===== src/rtl/inst_fetch.sv =====
// inst_fetch: instruction fetch unit for the multi-cycle RISC-V core.
// Owns the PC and instruction register, runs demand fetches against a
// variable-latency instruction memory (req/ack with timeout) and exposes
// the decoded instruction fields to the control unit.
// Optional feature macro: IF_PREFETCH_EN builds a one-entry prefetch buffer
// that is filled after every completed fetch to hide memory latency.
module inst_fetch #(
   parameter logic [31:0] RESET_PC = 32'h0000_0000,
   parameter int          TIMEOUT  = 16
) (
   input  logic        clk,
   input  logic        rst,
   input  logic        IR_Write,
   input  logic        PC_Write,
   input  logic        imem_ack,
   input  logic [31:0] imem_rdata,
   output logic        imem_req,
   output logic [31:0] imem_addr,
   output logic [31:0] pc,
   output logic [31:0] ir,
   output logic [6:0]  opcode,
   output logic [2:0]  funct3,
   output logic [6:0]  funct7,
   output logic [4:0]  rd,
   output logic [4:0]  rs1,
   output logic [4:0]  rs2,
   output logic        if_busy,
   output logic        if_err
);

   localparam int          TW    = $clog2(TIMEOUT + 1);
   localparam logic [TW-1:0] TLAST = TW'(TIMEOUT - 1);
   localparam logic [31:0] NOP   = 32'h0000_0013;

   localparam logic [1:0]  IDLE  = 2'd0;
   localparam logic [1:0]  FETCH = 2'd1;
`ifdef IF_PREFETCH_EN
   localparam logic [1:0]  PREF  = 2'd2;
`endif

   logic [1:0]    state, state_nxt;
   logic [TW-1:0] tcnt, tcnt_nxt;
   logic          pc_inc, pc_inc_nxt;
   logic          req_nxt, busy_nxt, err_nxt;
   logic [31:0]   addr_nxt, pc_nxt, ir_nxt;
   logic [31:0]   pc_plus4;
   logic          timed_out;
`ifdef IF_PREFETCH_EN
   logic          pf_valid, pf_valid_nxt;
   logic [31:0]   pf_addr, pf_addr_nxt;
   logic [31:0]   pf_data, pf_data_nxt;
`endif

   assign opcode = ir[6:0];
   assign funct3 = ir[14:12];
   assign funct7 = ir[31:25];
   assign rd     = ir[11:7];
   assign rs1    = ir[19:15];
   assign rs2    = ir[24:20];

   assign pc_plus4  = pc + 32'd4;
   assign timed_out = imem_req && !imem_ack && (tcnt == TLAST);

   // Next-state decision: trigger handling, ack completion and timeout for
   // whichever access (demand or prefetch) is currently outstanding.
   always_comb begin
      state_nxt  = state;
      tcnt_nxt   = tcnt;
      pc_inc_nxt = pc_inc;
      req_nxt    = imem_req;
      addr_nxt   = imem_addr;
      busy_nxt   = if_busy;
      err_nxt    = if_err;
      pc_nxt     = pc;
      ir_nxt     = ir;
`ifdef IF_PREFETCH_EN
      pf_valid_nxt = pf_valid;
      pf_addr_nxt  = pf_addr;
      pf_data_nxt  = pf_data;
`endif
      case (state)
         IDLE: begin
            if (IR_Write) begin
`ifdef IF_PREFETCH_EN
               pf_valid_nxt = 1'b0;
               if (pf_valid && (pf_addr == pc)) begin
                  ir_nxt    = pf_data;
                  pc_nxt    = PC_Write ? pc_plus4 : pc;
                  state_nxt = PREF;
                  req_nxt   = 1'b1;
                  addr_nxt  = pc_nxt;
                  tcnt_nxt  = '0;
               end else begin
`endif
                  state_nxt  = FETCH;
                  req_nxt    = 1'b1;
                  addr_nxt   = pc;
                  busy_nxt   = 1'b1;
                  tcnt_nxt   = '0;
                  pc_inc_nxt = PC_Write;
`ifdef IF_PREFETCH_EN
               end
`endif
            end
         end
         FETCH: begin
            if (imem_ack) begin
               ir_nxt   = imem_rdata;
               pc_nxt   = pc_inc ? pc_plus4 : pc;
               busy_nxt = 1'b0;
               tcnt_nxt = '0;
`ifdef IF_PREFETCH_EN
               state_nxt = PREF;
               addr_nxt  = pc_nxt;
`else
               state_nxt = IDLE;
               req_nxt   = 1'b0;
`endif
            end else if (timed_out) begin
               ir_nxt    = NOP;
               err_nxt   = 1'b1;
               state_nxt = IDLE;
               req_nxt   = 1'b0;
               busy_nxt  = 1'b0;
               tcnt_nxt  = '0;
            end else begin
               tcnt_nxt = tcnt + TW'(1);
            end
         end
`ifdef IF_PREFETCH_EN
         PREF: begin
            if (imem_ack) begin
               tcnt_nxt = '0;
               if (IR_Write) begin
                  ir_nxt   = imem_rdata;
                  pc_nxt   = PC_Write ? pc_plus4 : pc;
                  addr_nxt = pc_nxt;
               end else begin
                  pf_data_nxt  = imem_rdata;
                  pf_addr_nxt  = imem_addr;
                  pf_valid_nxt = 1'b1;
                  state_nxt    = IDLE;
                  req_nxt      = 1'b0;
               end
            end else if (timed_out) begin
               pf_valid_nxt = 1'b0;
               tcnt_nxt     = '0;
               if (IR_Write) begin
                  state_nxt  = FETCH;
                  addr_nxt   = pc;
                  busy_nxt   = 1'b1;
                  pc_inc_nxt = PC_Write;
               end else begin
                  state_nxt = IDLE;
                  req_nxt   = 1'b0;
               end
            end else begin
               tcnt_nxt = tcnt + TW'(1);
               if (IR_Write) begin
                  state_nxt  = FETCH;
                  busy_nxt   = 1'b1;
                  pc_inc_nxt = PC_Write;
               end
            end
         end
`endif
         default: begin
            state_nxt = IDLE;
            req_nxt   = 1'b0;
            busy_nxt  = 1'b0;
            tcnt_nxt  = '0;
         end
      endcase
   end

   // State and output registers; reset abandons any in-flight request.
   always_ff @(posedge clk) begin
      if (rst) begin
         state     <= IDLE;
         tcnt      <= '0;
         pc_inc    <= 1'b0;
         imem_req  <= 1'b0;
         imem_addr <= RESET_PC;
         if_busy   <= 1'b0;
         if_err    <= 1'b0;
         pc        <= RESET_PC;
         ir        <= NOP;
      end else begin
         state     <= state_nxt;
         tcnt      <= tcnt_nxt;
         pc_inc    <= pc_inc_nxt;
         imem_req  <= req_nxt;
         imem_addr <= addr_nxt;
         if_busy   <= busy_nxt;
         if_err    <= err_nxt;
         pc        <= pc_nxt;
         ir        <= ir_nxt;
      end
   end

`ifdef IF_PREFETCH_EN
   // Prefetch buffer registers; only the valid flag needs a reset value.
   always_ff @(posedge clk) begin
      if (rst) begin
         pf_valid <= 1'b0;
         pf_addr  <= RESET_PC;
         pf_data  <= NOP;
      end else begin
         pf_valid <= pf_valid_nxt;
         pf_addr  <= pf_addr_nxt;
         pf_data  <= pf_data_nxt;
      end
   end
`endif

endmodule


===== config.mk =====
export PLATFORM = sky130hd
export DESIGN_NAME = inst_fetch
export DESIGN_NICKNAME = d
export VERILOG_FILES = /design/src/rtl/inst_fetch.sv
export SDC_FILE = /design/constraint.sdc
export NUM_CORES = 1
export LEC_CHECK = 0
export CAP_MARGIN = 5
export CORE_UTILIZATION = 39
export DETAILED_ROUTE_END_ITERATION = 10
export GPL_TIMING_DRIVEN = 0
export HOLD_SLACK_MARGIN = 0.03
export PLACE_DENSITY = 0.77
export SLEW_MARGIN = 10
export SYNTH_ARGS = -nofsm -noshare
export SYNTH_HDL_FRONTEND = slang
export SYNTH_SLANG_ARGS = --single-unit

===== constraint.sdc =====
create_clock -name clk -period 1.9 [get_ports clk]
set_input_delay 0.19 -clock clk [delete_from_list [all_inputs] [get_ports clk]]
set_output_delay 0.19 -clock clk [all_outputs]
set_load 0.05 [all_outputs]

==> key figures, run 1 <==
Logic synthesis
  – Sequential fraction of the synthesis area: 0.491
  – Yosys warns: 0
  – Mapped Avg Cell Area: 8.94 sq um
  – Netlist cell types: 39
  – Post-synthesis instance total: 456
  – Mapped Area: 4080 sq um
  – Synth Register Bits: 100

Global routing
  – Vias in the first global route: 3846
  – Tot GR Track Use: 0.211
  – Largest net degree at the start of global routing: 17
  – GR Overflow Total: 0
  – Global-route wire length before repair: 18600 um
  – Initial antenna violation count: 0

Timing
  – Final setup viols: 0
  – Worst Skew: 0.00986 ns
  – Period utilisation layout: 0.994
  – Max Slew Vio Count: 0
  – Setup ws final: 0.0109 ns
  – Worst Max-Slew Pin Slew: 0.656 ns
  – Achievable Freq: 529 MHz
  – Endpoints failing hold: 0
  – Min Hold Slack: 0.308 ns
  – Worst slew margin: 0.563
  – Unrepaired setup endpoints after global routing: true
  – Tmin final: 1.89 ns

Cells and area
  – Most frequent cells in the layout: clkdlybuf4s50_1 (143), dfxtp_1 (76), nand2_1 (72)
  – Final Cell Area: 6450 sq um
  – Commonest non-fill, non-tap cell in the layout: clkdlybuf4s50_1
  – Diode count: 0
  – Share of cells above drive strength 1: 0.188
  – Nets: 679
  – Synth-to-Final Area Change: 58.1%

Clock tree
  – CTS tree: built
  – Num Clock Sinks: 100
  – H-tree depth: 3
  – Hold Buf Count CTS: 0
  – Clk Latency, worst-skew pair: 0.36 ns
  – Clk slew on worst S/H paths: 0.09 ns
  – Clock buffer depth: 2
  – Root buf cell: clkbuf_8
  – Cts bufs inserted: 9

Placed design
  – Placement Setup Slack: -0.523 ns
  – GPL Wtd Cong: 0.805
  – Post-DP Area: 5960 sq um
  – Final HPWL DP: 8330 um
  – I/O Buffers: 162

Drt
  – Wire per inst: 15.4 um
  – DRT iter0 DRCs: 218
  – Routed length on met3: 849 um
  – Residual DRC count: 0
  – Post-Route WL: 12000 um
  – 1st-pass router iterations: 5
  – M1 WL: 4790 um
  – Vias: 4031
  – DR top layer: met4
  – Post-route ant nets: 0
  – DR WL met2: 6190 um
  – Routed vias/inst: 5.18

Floorplanning
  – DIE HEIGHT: 104 um
  – Initial cell density of the core: 0.410
  – Die area: 10900 sq um
  – DIE WIDTH: 104 um
  – Row cnt: 36
  – I/O pin count: 168
  – Core area: 9950 sq um

Power and ir drop
  – Sw Share: 0.261
  – Combinational power share: 0.141
  – P per Cell Area: 680 nW/um^2
  – Int Pwr: 3.24 mW
  – Maximum vdd drop: 0.467 mV
  – Tot Pwr: 4.39 mW
  – Clock power frac: 0.370
  – Leak: 2.51 nW
  – Reg power frac: 0.489
  – Switch Pwr: 1.15 mW

Critical path
  – Crit Path Class: register to register
  – CP max-delay cell: or4_4
  – Worst Path Required: 2.20 ns
  – Startpoint Class: register
  – Crit path cell chain: buf_4 -> nand2_2 -> or4_4 -> or4_4 -> a21oi_2
  – Maximum net fanout on the critical path: 5
  – Worst path max stage delay: 0.60 ns
  – CP Capture Type: register
  – Cell mode on critical path: or4_4
  – Critical path arrival: 2.19 ns

Job
  – Max-cap violations: 0

Status
  – Outcome: complete, no violations

Min path
  – Worst hold path class: input port to register
==> cell usage after synthesis <==
cell type | number | share of area
and2_1 | 2 | 0.0031
nand3_1 | 12 | 0.015
o22a_1 | 3 | 0.0064
mux2_2 | 2 | 0.0055
buf_4 | 37 | 0.068
or2_2 | 2 | 0.0031
dfxtp_1 | 100 | 0.49
nand3_2 | 1 | 0.0025
nor4_1 | 2 | 0.0031
o32a_2 | 1 | 0.0028
or3b_2 | 1 | 0.0021
clkbuf_1 | 20 | 0.018
nor3b_1 | 4 | 0.0074
ha_1 | 2 | 0.0061
buf_1 | 4 | 0.0037
mux2i_1 | 2 | 0.0049
a41oi_1 | 1 | 0.0021
buf_2 | 4 | 0.0049
and3_1 | 2 | 0.0031
o21a_1 | 1 | 0.0018
nand2b_1 | 1 | 0.0015
buf_6 | 1 | 0.0028
xnor2_1 | 4 | 0.0086
and2b_1 | 1 | 0.0018
nor2_1 | 21 | 0.019
a22o_1 | 29 | 0.062
xor2_1 | 6 | 0.013
conb_1 | 1 | 0.00092
and4_1 | 5 | 0.011
nand2_1 | 73 | 0.067
o31ai_1 | 14 | 0.026
or4_1 | 15 | 0.028
o21ai_0 | 5 | 0.0061
or3_1 | 5 | 0.0077
inv_1 | 5 | 0.0046
nor3_1 | 4 | 0.0049
nor2b_1 | 2 | 0.0031
a21oi_1 | 52 | 0.064
nand4_1 | 9 | 0.014
==> per-layer routing <==
| metal | vias up | track usage |
|---|---|---|
| met2 | 206 | 0.379 |
| met1 | 1870 | 0.244 |
| met5 | - | 0 |
| li1 | 1942 | - |
| met4 | 0 | 0.0745 |
| met3 | 13 | 0.0457 |
==> area by class of cell <==
type                            count  area (sq um)
Buffer                             63           402
Multi-Input combinational cell    289          1790
Timing Repair Buffer              172          1750
Inverter                            5          18.8
Sequential cell                   100          2060
Clock buffer                       13           213
Fill cell                         813          3500
Tap cell                          133           166
Clock inverter                      3          42.5
==> path summary, 6_finish.rpt <==
| check | startpoint | to | slack [ns] | cells after the start |
|---|---|---|---|---|
| worst min register to register | imem_addr[31] | imem_addr[31] | 0.46 | 2 |
| worst max-delay path | pc[3] | pc[27] | 0.01 | 5 |
| worst max register to register | pc[3] | pc[27] | 0.01 | 5 |
| worst min-delay path | rst | pc[31] | 0.31 | 3 |
==> metrics by stage <==
step | utilization | setup TNS (ns) | cells
after global routing | 0.648 | -0.487 | 778
after global placement | 0.599 | -14.57 | 754
after CTS | 0.634 | 0 | 778
after floorplan | - | -0.000461 | 459
final | 0.648 | 0 | 778
after detailed placement | 0.599 | -15.99 | 754
==> worst max-delay path: cells and delay by family (launching register included) <==
| kind | cells | cell delay (ns) |
|---|---|---|
| compound gates | 1 | 0.13 |
| buf+inv | 1 | 0.14 |
| simple gates | 3 | 1.19 |
| flops | 1 | 0.38 |
==> power by group through the flow <==
stage,clock (mW),combinational (mW),sequential (mW)
after floorplan,0,0.278,2.29
after global placement,0,0.608,2.20
after detailed placement,0,0.614,2.20
after CTS,1.66,0.621,2.15
after global routing,1.74,0.646,2.15
final,1.62,0.618,2.15
==> state kept, by name, summed over array words and instances (netlist names) <==
register   count
if_err         1
pc_inc         1
if_busy        1
tcnt           5
imem_addr     30
pc            30
ir            32
==> kinds of logic after synthesis <==
| family | Yosys count | synth area share |
|---|---|---|
| simple gates | 162 | 0.197 |
| compound gates | 106 | 0.171 |
| flops | 100 | 0.491 |
| buf+inv | 71 | 0.102 |
| xor+xnor | 10 | 0.0215 |
| mux | 4 | 0.0104 |
| fa+ha+maj | 2 | 0.00613 |
| other cells | 1 | 0.000919 |
==> timing repair <==
| action | 4_1_cts | 5_1_grt |
|---|---|---|
| endpoints found under the setup margin | 23 | 44 |
| gates resized for setup | 11 | 43 |
| pin swaps | 3 | 6 |
| cloned | 0 | 2 |
| setup buffers | 9 | 0 |
| endpoints found under the hold margin | 0 | 0 |
No activity file was read; power rests on OpenSTA's default activity.
==> run 2: changes to the inputs <==
--- a/config.mk
+++ b/config.mk
@@ -10,7 +10,7 @@
 export DETAILED_ROUTE_END_ITERATION = 10
 export GPL_TIMING_DRIVEN = 0
 export HOLD_SLACK_MARGIN = 0.03
-export PLACE_DENSITY = 0.77
+export PLACE_DENSITY = 0.83
 export SLEW_MARGIN = 10
 export SYNTH_ARGS = -nofsm -noshare
 export SYNTH_HDL_FRONTEND = slang
==> run 2 against run 1 <==
Effect of this change:
- sequential share of layout area increased by 0.64 points
- non-clock buffer count decreased by 1
- critical path type unchanged
- sequential power about the same
- first-iteration DRC count decreased by 42%
- sequential cell count unchanged
- die area unchanged
- critical path depth increased by 1
- the flow now finishes with violations (setup timing)
==> key figures, run 2 (synthesized netlist as in run 1, its figures left out) <==
Placed design
  – Placement Setup Slack: -0.537 ns (-0.0135 ns)
  – Post-DP Area: 5960 sq um (unchanged)
  – GPL Wtd Cong: 0.822 (+2.1%)
  – Final HPWL DP: 8420 um (+1.1%)
  – I/O Buffers: 162 (unchanged)

Critical path
  – R2r endpoint: pc[16]
  – Crit Path Class: register to register
  – CP max-delay cell: or4_4
  – Critical path arrival: 2.20 ns (about the same)
  – CP delay by family, top: simple AND/OR/NAND/NOR gates
  – Worst Path Required: 2.18 ns (-0.02 ns)
  – RR Startpoint: pc[3]
  – Maximum net fanout on the critical path: 9 (+4)
  – CP bufs+invs: 1 (unchanged)
  – R2R Setup Slk: -0.01 ns (-0.02 ns)
  – Crit path from: pc[3]
  – Reg2reg path depth: 6 (+1)
  – Startpoint Class: register
  – Crit path cell chain: ha_4 -> nand4_1 -> or3_4 -> buf_8 -> or4_4 -> a21oi_2
  – CP Capture Type: register
  – Worst path max stage delay: 0.48 ns (-0.12 ns)

Clock tree
  – Clk Latency, worst-skew pair: 0.36 ns (about the same)
  – Root buf cell: clkbuf_8
  – Num Clock Sinks: 100 (unchanged)
  – Clock buffer depth: 2 (unchanged)
  – Cts bufs inserted: 9 (unchanged)
  – CTS tree: built
  – Clk slew on worst S/H paths: 0.10 ns (about the same)
  – H-tree depth: 3 (unchanged)
  – Hold Buf Count CTS: 0 (unchanged)

Timing
  – Period utilisation layout: 1.01 (+0.0116)
  – Worst slew margin: 0.619 (+0.0561)
  – Setup ws final: -0.0112 ns (-0.0221 ns)
  – Endpoints failing hold: 0 (unchanged)
  – Tmin final: 1.91 ns (+0.0221 ns)
  – Setup TNS: -0.0112 ns (-0.0112 ns)
  – Final setup viols: 1 (+1)
  – Achievable Freq: 523 MHz (-1.2%)
  – Worst Max-Slew Pin Slew: 0.572 ns (-0.0842 ns)
  – Worst Skew: 0.0152 ns (+0.00529 ns)
  – Unrepaired setup endpoints after global routing: true
  – Max Slew Vio Count: 0 (unchanged)

Global routing
  – Largest net degree at the start of global routing: 18 (+1)
  – Tot GR Track Use: 0.207 (-0.00354)
  – Global-route wire length before repair: 18400 um (-1.1%)
  – Initial antenna violation count: 0 (unchanged)
  – GR Overflow Total: 0 (unchanged)
  – Vias in the first global route: 3841 (-0.13%)

Power and ir drop
  – Int Pwr: 3.15 mW (-2.9%)
  – Switch Pwr: 1.18 mW (+3.1%)
  – P per Cell Area: 685 nW/um^2 (+0.64%)
  – Clock power frac: 0.361 (-0.009)
  – Combinational power share: 0.143 (+0.002)
  – Maximum vdd drop: 0.423 mV (-9.4%)
  – Leak: 2.28 nW (-9.2%)
  – Tot Pwr: 4.33 mW (-1.3%)
  – Sw Share: 0.273 (+0.0117)
  – Reg power frac: 0.496 (+0.007)

Floorplanning
  – Initial cell density of the core: 0.410 (unchanged)
  – Core area: 9950 sq um (unchanged)
  – I/O pin count: 168 (unchanged)
  – Row cnt: 36 (unchanged)
  – DIE HEIGHT: 104 um (unchanged)
  – DIE WIDTH: 104 um (unchanged)
  – Die area: 10900 sq um (unchanged)

Cells and area
  – Final Util: 0.635 (-0.0128)
  – Final Cell Area: 6320 sq um (-2.0%)
  – Nets: 677 (-0.29%)
  – Diode count: 0 (unchanged)
  – Synth-to-Final Area Change: 55.0%
  – Max FFs per register: 32 (unchanged)
  – Most frequent cells in the layout: clkdlybuf4s50_1 (157), dfxtp_1 (76), nand2_1 (73)
  – Fill count: 806 (-0.86%)
  – Top reg by flops: ir
  – Share of cells above drive strength 1: 0.177 (-0.0103)
  – Biggest regs: ir (32), imem_addr (30), pc (30)
  – Commonest non-fill, non-tap cell in the layout: clkdlybuf4s50_1

Status
  – Failing checks: setup timing
  – Outcome: complete, but fails checks

Job
  – Max-cap violations: 0 (unchanged)

Min path
  – Hold Path End: pc[30]
  – Worst Hold Depth: 3 (unchanged)
  – Worst hold path class: input port to register
  – Hold wc startpoint: rst

Drt
  – Wire per inst: 14.8 um (-3.6%)
  – 1st-pass router iterations: 4 (-1)
  – Post-route ant nets: 0 (unchanged)
  – Residual DRC count: 0 (unchanged)
  – DRT iter0 DRCs: 126 (-42%)
  – Routed vias/inst: 5.18 (about the same)
  – Post-Route WL: 11500 um (-3.8%)
  – Vias: 4020 (-0.27%)
## run 2: changes by cell type in the layout (fill, tap and decap cells not counted), sizes merged, moves of 2 or more
cell	delta
clkdlybuf4s50	+14
clkbuf	-3
clkinv	+2
dlymetal6s2s	-15
## run 2: cell type report
cell class	instances	area, sq um	share of cell area
clock inverters	6	95.1	0.0150
plain buffers	64	415	0.0657
clock buffers	10	138	0.0218
multi-input cells	288	1750	0.276
flip-flops and latches	100	2060	0.326
inverters	5	18.8	0.00297
repair buffers	170	1680	0.266
well taps	133	166	0.0263
## run 2: power by group through the flow
stage                     combinational (mW)  clock, mW  sequential [mW]
final                                  0.617       1.56             2.15
after global routing                   0.647       1.65             2.15
after CTS                              0.619       1.57             2.15
after detailed placement               0.615          0             2.20
after global placement                 0.606          0             2.19
after floorplan                        0.278          0             2.29
## run 2: how the worst max path moves through the flow
stage,to,slack [ns],cells after the start
floorplan,pc[25],-0.0003,5
global placement,pc[31],-0.49,6
detailed placement,pc[31],-0.54,6
CTS,pc[25],-0.004,5
global route,pc[16],-0.05,6
finish,pc[16],-0.01,6
## run 2: layer usage
| metal | share of wire | wire length (um) | GRT usage | vias up |
|---|---|---|---|---|
| met5 | 0 | 0 | 0 | - |
| met4 | 0.021 | 237 | 0.0857 | 0 |
| met3 | 0.073 | 846 | 0.0489 | 22 |
| met2 | 0.50 | 5760 | 0.366 | 192 |
| met1 | 0.41 | 4680 | 0.238 | 1878 |
| li1 | - | - | - | 1928 |
## run 2: repair_timing
item                                    4_1_cts  5_1_grt
setup buffers                                 5        3
pin swaps                                     1        4
gates resized for setup                      12       21
endpoints found under the setup margin       24       30
## run 2: per-stage QoR
step           hold WS, ns  std cells
6_report             0.311        776
5_1_grt              0.370        776
4_1_cts              0.336        774
3_5_place_dp         0.448        754
3_3_place_gp         0.444        754
2_1_floorplan        0.309        459
## run 2: worst register-to-register path, cell delays in order (launching register included)
cell	delay, ns
dfxtp_4	0.37
ha_4	0.13
nand4_1	0.13
or3_4	0.46
buf_8	0.16
or4_4	0.48
a21oi_2	0.12
==> run 3: changes to the inputs <==
--- a/config.mk
+++ b/config.mk
@@ -6,6 +6,7 @@
 export NUM_CORES = 1
 export LEC_CHECK = 0
 export CAP_MARGIN = 5
+export CORE_MARGIN = 2
 export CORE_UTILIZATION = 39
 export DETAILED_ROUTE_END_ITERATION = 10
 export GPL_TIMING_DRIVEN = 0
==> run 3 against run 2 <==
Effect of this change:
- the flow now finishes without violations
- sequential power about the same
- first-iteration DRC count up 17%
- non-clock buffer count is the same
- worst setup slack improved by 0.020 ns
- count of clock-buffer cells in the layout up 2
- global-route usage decreased by 0.20 points
- clock skew decreased by 0.0014 ns
- total power down 5.2%
- critical endpoint unchanged
- largest cell class unchanged
==> key figures, run 3 (synthesized netlist as in run 1, its figures left out) <==
Cells and area
  – Biggest regs: ir (32), imem_addr (30), pc (30)
  – Diode count: 0 (unchanged)
  – Max FFs per register: 32 (unchanged)
  – Top reg by flops: ir
  – Most frequent cells in the layout: clkdlybuf4s50_1 (145), dfxtp_1 (75), nand2_1 (73)
  – Commonest non-fill, non-tap cell in the layout: clkdlybuf4s50_1
  – Layout Cells excl Fill: 779 (+0.39%)
  – Nets: 677 (unchanged)
  – Synth-to-Final Area Change: 54.9% (about the same)
  – Final Cell Area: 6320 sq um (about the same)
  – Share of cells above drive strength 1: 0.182 (+0.00467)

Drt
  – Residual DRC count: 0 (unchanged)
  – DRT iter0 DRCs: 148 (+17%)
  – 1st-pass router iterations: 4 (unchanged)
  – Routed vias/inst: 5.03 (-2.9%)
  – Wire per inst: 15.4 um (+3.8%)
  – Vias: 3920 (-2.5%)
  – Post-Route WL: 12000 um (+4.2%)
  – Post-route ant nets: 0 (unchanged)

Critical path
  – Maximum net fanout on the critical path: 10 (+1)
  – Worst Path Required: 2.19 ns (about the same)
  – Critical path arrival: 2.18 ns (-0.02 ns)
  – CP Capture Type: register
  – Startpoint Class: register
  – Crit Path Class: register to register

Placed design
  – Post-DP Area: 5960 sq um (about the same)
  – Final HPWL DP: 8850 um (+5.1%)
  – I/O Buffers: 162 (unchanged)
  – Placed insts: 757 (+0.40%)
  – Placement Setup Slack: -0.544 ns (-0.00761 ns)
  – GPL Wtd Cong: 0.834 (+1.4%)

Timing
  – Max Slew Vio Count: 0 (unchanged)
  – Worst Max-Slew Pin Slew: 0.646 ns (+0.0745 ns)
  – Setup TNS: 0 ns (+0.0112 ns)
  – Min Hold Slack: 0.306 ns (-0.00526 ns)
  – Period utilisation layout: 0.995 (-0.0107)
  – Final setup viols: 0 (-1)
  – Worst Skew: 0.0138 ns (-0.00138 ns)
  – Setup ws final: 0.00922 ns (+0.0204 ns)
  – Unrepaired setup endpoints after global routing: true
  – Achievable Freq: 529 MHz (+1.1%)
  – Tmin final: 1.89 ns (-0.0204 ns)
  – Endpoints failing hold: 0 (unchanged)
  – Worst slew margin: 0.569 (-0.0497)

Global routing
  – Tot GR Track Use: 0.205 (-0.00196)
  – Largest net degree at the start of global routing: 17 (-1)
  – Vias in the first global route: 3900 (+1.5%)
  – Initial antenna violation count: 0 (unchanged)
  – GR Overflow Total: 0 (unchanged)
  – Global-route wire length before repair: 18800 um (+2.3%)

Power and ir drop
  – Combinational power share: 0.151 (+0.008)
  – Reg power frac: 0.523 (+0.027)
  – Maximum vdd drop: 0.366 mV (-13%)
  – Leak: 2.47 nW (+8.3%)
  – Switch Pwr: 1.15 mW (-2.6%)
  – Int Pwr: 2.95 mW (-6.2%)
  – Clock power frac: 0.326 (-0.035)
  – Sw Share: 0.281 (+0.00743)
  – P per Cell Area: 650 nW/um^2 (-5.1%)

Floorplanning
  – Row cnt: 37 (+2.8%)
  – Core area: 10200 sq um (+2.8%)
  – Die area: 11300 sq um (+3.9%)
  – Initial cell density of the core: 0.399 (-0.0111)
  – DIE HEIGHT: 106 um (+1.9%)
  – DIE WIDTH: 106 um (+1.9%)
  – I/O pin count: 168 (unchanged)

Clock tree
  – Clk Latency, worst-skew pair: 0.36 ns (about the same)
  – Num Clock Sinks: 100 (unchanged)
  – Clock buffer depth: 2 (unchanged)
  – CTS tree: built
  – Hold Buf Count CTS: 0 (unchanged)
  – Clk slew on worst S/H paths: 0.10 ns (about the same)
  – Root buf cell: clkbuf_8
  – Cts bufs inserted: 9 (unchanged)
  – H-tree depth: 3 (unchanged)

Job
  – Max-cap violations: 0 (unchanged)

Status
  – Outcome: complete, no violations

Min path
  – Worst hold path class: input port to register
## run 3: cell type report
cell class	count	area (sq um)
Buffer	63	403
Clock buffer	12	166
Clock inverter	4	30.0
Fill cell	854	3910
Inverter	5	18.8
Multi-Input combinational cell	288	1740
Sequential cell	100	2060
Tap cell	136	170
Timing Repair Buffer	171	1730
## run 3: per-stage QoR
stage                     utilization  power [mW]
after floorplan                     -        2.57
after global placement          0.583        2.80
after detailed placement        0.583        2.81
after CTS                       0.608        4.13
after global routing            0.618        4.25
final                           0.618        4.10
## run 3: worst paths after layout
kind	startpoint	end	slack, ns	cells past startpoint
worst max register to register	pc[3]	pc[16]	0.009	6
worst max-delay path	pc[3]	pc[16]	0.009	6
worst min-delay path	rst	pc[31]	0.31	3
worst min register to register	imem_addr[16]	imem_addr[16]	0.46	2
## run 3: what timing repair did
action | CTS | global route
resized for setup | 12 | 38
setup endpoints to repair | 26 | 44
setup buffers | 5 | 4
pin swaps | 4 | 4
## run 3: power by group through the flow
stage	registers (mW)	logic (mW)	clock network, mW
detailed placement	2.20	0.616	0
finish	2.15	0.618	1.34
global route	2.15	0.650	1.45
CTS	2.15	0.619	1.36
floorplan	2.29	0.278	0
global placement	2.20	0.604	0
## run 3: worst max-delay path: stages, from the launching register on
cell,delay [ns]
dfxtp_4,0.37
ha_4,0.13
nand4_1,0.12
or3_4,0.45
buf_6,0.16
or4_1,0.46
a21oi_1,0.14
## run 3: per-layer routing
layer	global-route usage	routed length, um
met2	0.355	6260
met3	0.0392	690
met5	0	0
met4	0.0630	116
met1	0.258	4950
